### config.mk
export PLATFORM = sky130hd
export DESIGN_NAME = prio_encoder_reg
export DESIGN_NICKNAME = d
export VERILOG_FILES = /design/src/rtl/prio_encoder_reg.sv
export SDC_FILE = /design/constraint.sdc
export NUM_CORES = 1
export LEC_CHECK = 0
export ABC_AREA = 0
export BUFFER_PORTS_ARGS = -buffer_cell sky130_fd_sc_hd__buf_2
export CAP_MARGIN = 5
export CORE_AREA = 2 2 39 41
export DETAILED_ROUTE_END_ITERATION = 8
export DIE_AREA = 0 0 41 43
export PLACE_DENSITY = 0.54
export SETUP_SLACK_MARGIN = 0.15
export SLEW_MARGIN = 0
export SYNTH_ARGS = -nofsm -noshare
export SYNTH_HDL_FRONTEND = slang
export SYNTH_SLANG_ARGS = --single-unit
### constraint.sdc
create_clock -name clk -period 1.9 [get_ports clk]
set_input_delay 0.38 -clock clk [delete_from_list [all_inputs] [get_ports clk]]
set_output_delay 0.38 -clock clk [all_outputs]
set_load 0.02 [all_outputs]
### src/rtl/prio_encoder_reg.sv
// Registered N-to-log2(N) priority encoder with a valid/ready output slot.
// Define PRIO_ENC_ROUND_ROBIN_EN for rotating priority; the default build is fixed MSB-first.
module prio_encoder_reg #(
  parameter int N = 8,
  parameter int W = 3
) (
  input  logic         clk,
  input  logic         rst_n,
  input  logic         en,
  input  logic [N-1:0] req,
  input  logic         out_ready,
  output logic         out_valid,
  output logic [W-1:0] out_idx,
  output logic         out_multi
);

  // Handshake: the output slot holds one encode; it is consumed on a cycle
  // where out_valid && out_ready, and may be refilled on that same edge.

  logic         valid_q, valid_d;
  logic [W-1:0] idx_q, idx_d;
  logic         multi_q, multi_d;

  logic         slot_free;
  logic         capture;
  logic [W-1:0] search_start;
  logic [W-1:0] win_idx;
  logic [W-1:0] cand;
  logic         found;
  logic         req_multi;

  assign slot_free = !valid_q || out_ready;
  assign capture   = en && (req != '0) && slot_free;
  assign req_multi = (req & (req - N'(1))) != '0;

  // Walk downward from search_start with wrap; W-bit arithmetic gives modulo N.
  always_comb begin
    win_idx = '0;
    found   = 1'b0;
    cand    = '0;
    for (int j = 0; j < N; j++) begin
      cand = search_start - W'(j);
      if (!found && req[cand]) begin
        win_idx = cand;
        found   = 1'b1;
      end
    end
  end

`ifdef PRIO_ENC_ROUND_ROBIN_EN
  logic [W-1:0] ptr_q, ptr_d;

  assign search_start = ptr_q;

  // The channel just served drops to lowest priority.
  always_comb begin
    ptr_d = ptr_q;
    if (capture) ptr_d = win_idx - W'(1);
  end

  always_ff @(posedge clk) begin
    if (!rst_n) ptr_q <= W'(N - 1);
    else        ptr_q <= ptr_d;
  end
`else
  assign search_start = W'(N - 1);
`endif

  always_comb begin
    valid_d = valid_q;
    idx_d   = idx_q;
    multi_d = multi_q;
    if (capture) begin
      valid_d = 1'b1;
      idx_d   = win_idx;
      multi_d = req_multi;
    end else if (valid_q && out_ready) begin
      valid_d = 1'b0;
    end
  end

  always_ff @(posedge clk) begin
    if (!rst_n) begin
      valid_q <= 1'b0;
      idx_q   <= '0;
      multi_q <= 1'b0;
    end else begin
      valid_q <= valid_d;
      idx_q   <= idx_d;
      multi_q <= multi_d;
    end
  end

  assign out_valid = valid_q;
  assign out_idx   = idx_q;
  assign out_multi = multi_q;

endmodule

# [Yosys cells after proc, flatten, opt, wreduce, memory -nomap -nowiden]
# Cells that the tools add are included.
[op_classes] addsub=1 mux=17 bitwise_logic=1 reduce_logical=22
[op_table] cell="2-to-1 mux 3 bit" count=8
[op_table] cell="nonzero test 8 bit" count=2
[op_table] cell="logical AND 1 bit" count=10
[op_table] cell="2-to-1 mux 1 bit" count=9
[op_table] cell="bitwise AND 8 bit" count=1
[op_table] cell="zero test 1 bit" count=8
[op_table] cell="subtractor 8 x 1 -> 8 bit, second input constant" count=1
[op_table] cell="nonzero test 2 bit" count=1
[op_table] cell="logical OR 1 bit" count=1
[totals] ff_bits=5

# [Depth between registers and ports, before layout]
[depth] depth_word=22 mapped_depth=4 mapped_depth_nobuf=4

# [Least setup slack after synthesis]
# OpenSTA, ideal clock, no wires.
[synth_path] kind="input -> register" start="in req[5]" end="reg multi_q (netlist: out_multi)" setup_ns=0.124 t_arrival_ns=1.486 required_time_ns=1.776 setup_slack_ns=0.290 cell_stages=4 n_path_buf=0 path_cell_list="or4_4 > a21oi_1 > nor3_1 > o311a_2"
[synth_via] elab_chain_cells=3
[synth_lines] item="from (decl)" line="10" text="input logic [N-1:0] req,"
[synth_lines] item="subtractor 8 x 1 -> 8 bit or nonzero test 8 bit (tied branches)" line="34, 33"
[synth_lines] item="bitwise AND 8 bit or logical AND 1 bit (tied branches)" line="34, 33"
[synth_lines] item="nonzero test 8 bit or logical AND 1 bit (tied branches)" line="34, 33"
[synth_lines] item="to (signal assigned)" line="90" text="multi_q <= multi_d;"
[synth_lines] item="to (decl)" line="22" text="logic multi_q, multi_d;"
# Several ways; a longest one is shown, not always the timed one.
# A chain may end at the register's enable or synchronous reset.

# [Worst setup path in the final report]
[layout_path] start="in req[2]" end="reg multi_q (netlist: out_multi)"
# The elaborated chain is that of the path after synthesis.

==> results.txt <==
status: finished clean
clk_skew: 1.74 ps
Critical Path Source Type: input pin
H-tree depth: 1
die width: 41 um
YS warnings: 0
post-synthesis sequential area ratio: 0.324
via count: 355
crit path time final: 1580 ps
library cells used by synthesis: 20
Root Driver: clkbuf_4
Reg clk slew, reported paths: 40 ps
R2R Setup Slk: 530 ps
P&R area growth vs syn: 43.3%
setup bufs post-CTS: 0
Synth area leader: dfxtp_1
Max Buffers Root-to-Sink: 2
final WL: 726 um
final hold vios: 0
Max Clk Rate: 0.633 GHz
Tcrit/Tclk final: 0.832
nets: 68
IO Port Bufs: 16
initial antenna violation count: 0
synthesized cell area: 309 um^2
worst slew pin tran: 360 ps
Hold Buf Count CTS: 0
largest net degree at the start of global routing: 8
initial core utilization: 0.223
Skew-Pair Late Insertion Delay: 240 ps
cts repair resizes: 0
DIE AREA: 0.00176 mm^2
vias in the first global route: 332
Post-DP Area: 417 um^2
crit-path max cell delay: 480 ps
Finished Cell Area: 443 um^2
Ant. Diodes: 0
#FFs+latches synth: 5
# DRC: 0
Bufs and invs on worst path: 1
Num CTS Buffers: 3
DR vias/cell: 5.00
worst min path class: input pin to flop
data arrival time of the worst path: 1700 ps
share of cells above drive strength 1: 0.436
top-area cell type share of the netlist area: 0.324
Pleak: 0.201 nW
RSZ-0062 raised after global routing: no
CP max-delay cell: or3_1
post-DR wirelength/cell: 10.2 um
GR Util All Layers: 0.100
IO Count: 17
Num Clock Sinks: 5
RePlAce Congestion: 0.818
Power Dens Cells: 700 mW/mm^2
Req. time, crit path: 2020 ps
Max-Cap Viols: 0
family with the most delay on the worst path: simple AND/OR/NAND/NOR gates
Core ar.: 0.00138 mm^2
Remaining Overflow, GRT: 0
Syn Inst Count: 34
TritonCTS clock tree: built
syn avg cell area: 9.09 um^2
CP max FO: 5
VDD IR-drop max: 0.402 mV
Setup CP Type: input pin to flop
DR iter-0 viols: 4
Post-DRT Antenna Nets: 0
top area cells in the synthesized netlist: dfxtp_1, nand2b_1, o311ai_4
first-pass GRT wire length: 1180 um
final setup TNS: 0 ps
max-slew violation total from the final report: 0
Detailed Routing Iterations Pass 1: 4
die height: 43 um
std cell rows: 14
cells along the critical path: buf_2 > or3_1 > nor4_1 > nor3_1 > o311a_2
DP HPWL: 597 um
CP Capture Type: flop
Setup-failing EPs final: 0
syn nets: 46
Slew HR: 0.759
## logic make-up after synthesis
family,after synthesis,share of synthesized area
compound gates,10,0.324
simple gates,18,0.340
buf+inv,1,0.0121
flops,5,0.324
## final timing paths
| path | start | end | cells after the start |
|---|---|---|---|
| worst max-delay path | req[2] | out_multi | 5 |
| worst min-delay path | rst_n | out_idx[0] | 2 |
| worst max register to register | out_valid | out_idx[1] | 4 |
| worst min register to register | out_idx[2] | out_idx[2] | 2 |
## power breakdown
group	internal, mW	total (mW)	switching [mW]	leakage (nW)
Sequential	0.114	0.117	0.00350	0.0417
Combinational	0.0329	0.0732	0.0403	0.145
Clock	0.0792	0.119	0.0402	0.0150
Total	0.226	0.310	0.0840	0.201
## synthesized netlist by cell type (all sizes together)
cell type,number
a222oi,1
o311a,2
o21ai,1
nand2,2
nor2,2
nor3,2
a221oi,1
inv,1
nand2b,5
dfxtp,5
or3,1
or4,2
o31ai,1
nand3,1
a21boi,2
o311ai,1
nor4,2
a21oi,1
and3,1
## stage by stage
stage               std cells  setup WS [ps]  total power [mW]  utilization  hold slack [ps]
global placement           67           96.0             0.193        0.301              461
detailed placement         67           90.9             0.193        0.301              471
CTS                        71            330             0.317        0.320              415
finish                     71            319             0.310        0.320              421
floorplan                  34            290             0.158            -              520
global route               71            258             0.331        0.320              427
## layout make-up
class / instances / area, um^2
clock buffer: 4 / 26.3
fill: 154 / 941
inverter: 1 / 3.75
multi-input combinational: 28 / 205
sequential: 5 / 100
tap: 16 / 20.0
timing repair buffer: 17 / 87.6
## layout by cell type, fill, tap and decap left out, drive strengths merged
master  synthesis  layout
buf             0      17
nand2b          5       5
dfxtp           5       5
clkbuf          0       4
nor4            2       2
nor3            2       2
nand2           2       2
o311a           2       2
a21boi          2       2
nor2            2       2
or4             2       2
or3             1       1
a21oi           1       1
o311ai          1       1
a222oi          1       1
o21ai           1       1
nand3           1       1
inv             1       1
a221oi          1       1
and3            1       1
o31ai           1       1
## flip-flops by register name, summed over array words and instances, names as in the netlist
| register | cells |
|---|---|
| out_valid | 1 |
| out_multi | 1 |
| out_idx | 3 |
## per-layer routing
layer	vias up	global-route usage	wire length, um
li1	182	-	-
met1	161	0.0962	322
met2	12	0.159	346
met3	0	0.0628	56
met4	0	0.0467	0
met5	-	0	0
## worst reg2reg max path, stage by stage (launching register included)
cell	delay, ps
dfxtp_1	300
nand2b_1	140
o311ai_4	160
or4_1	480
and3_1	180
Note: power is estimated with default switching activity, not from simulation.
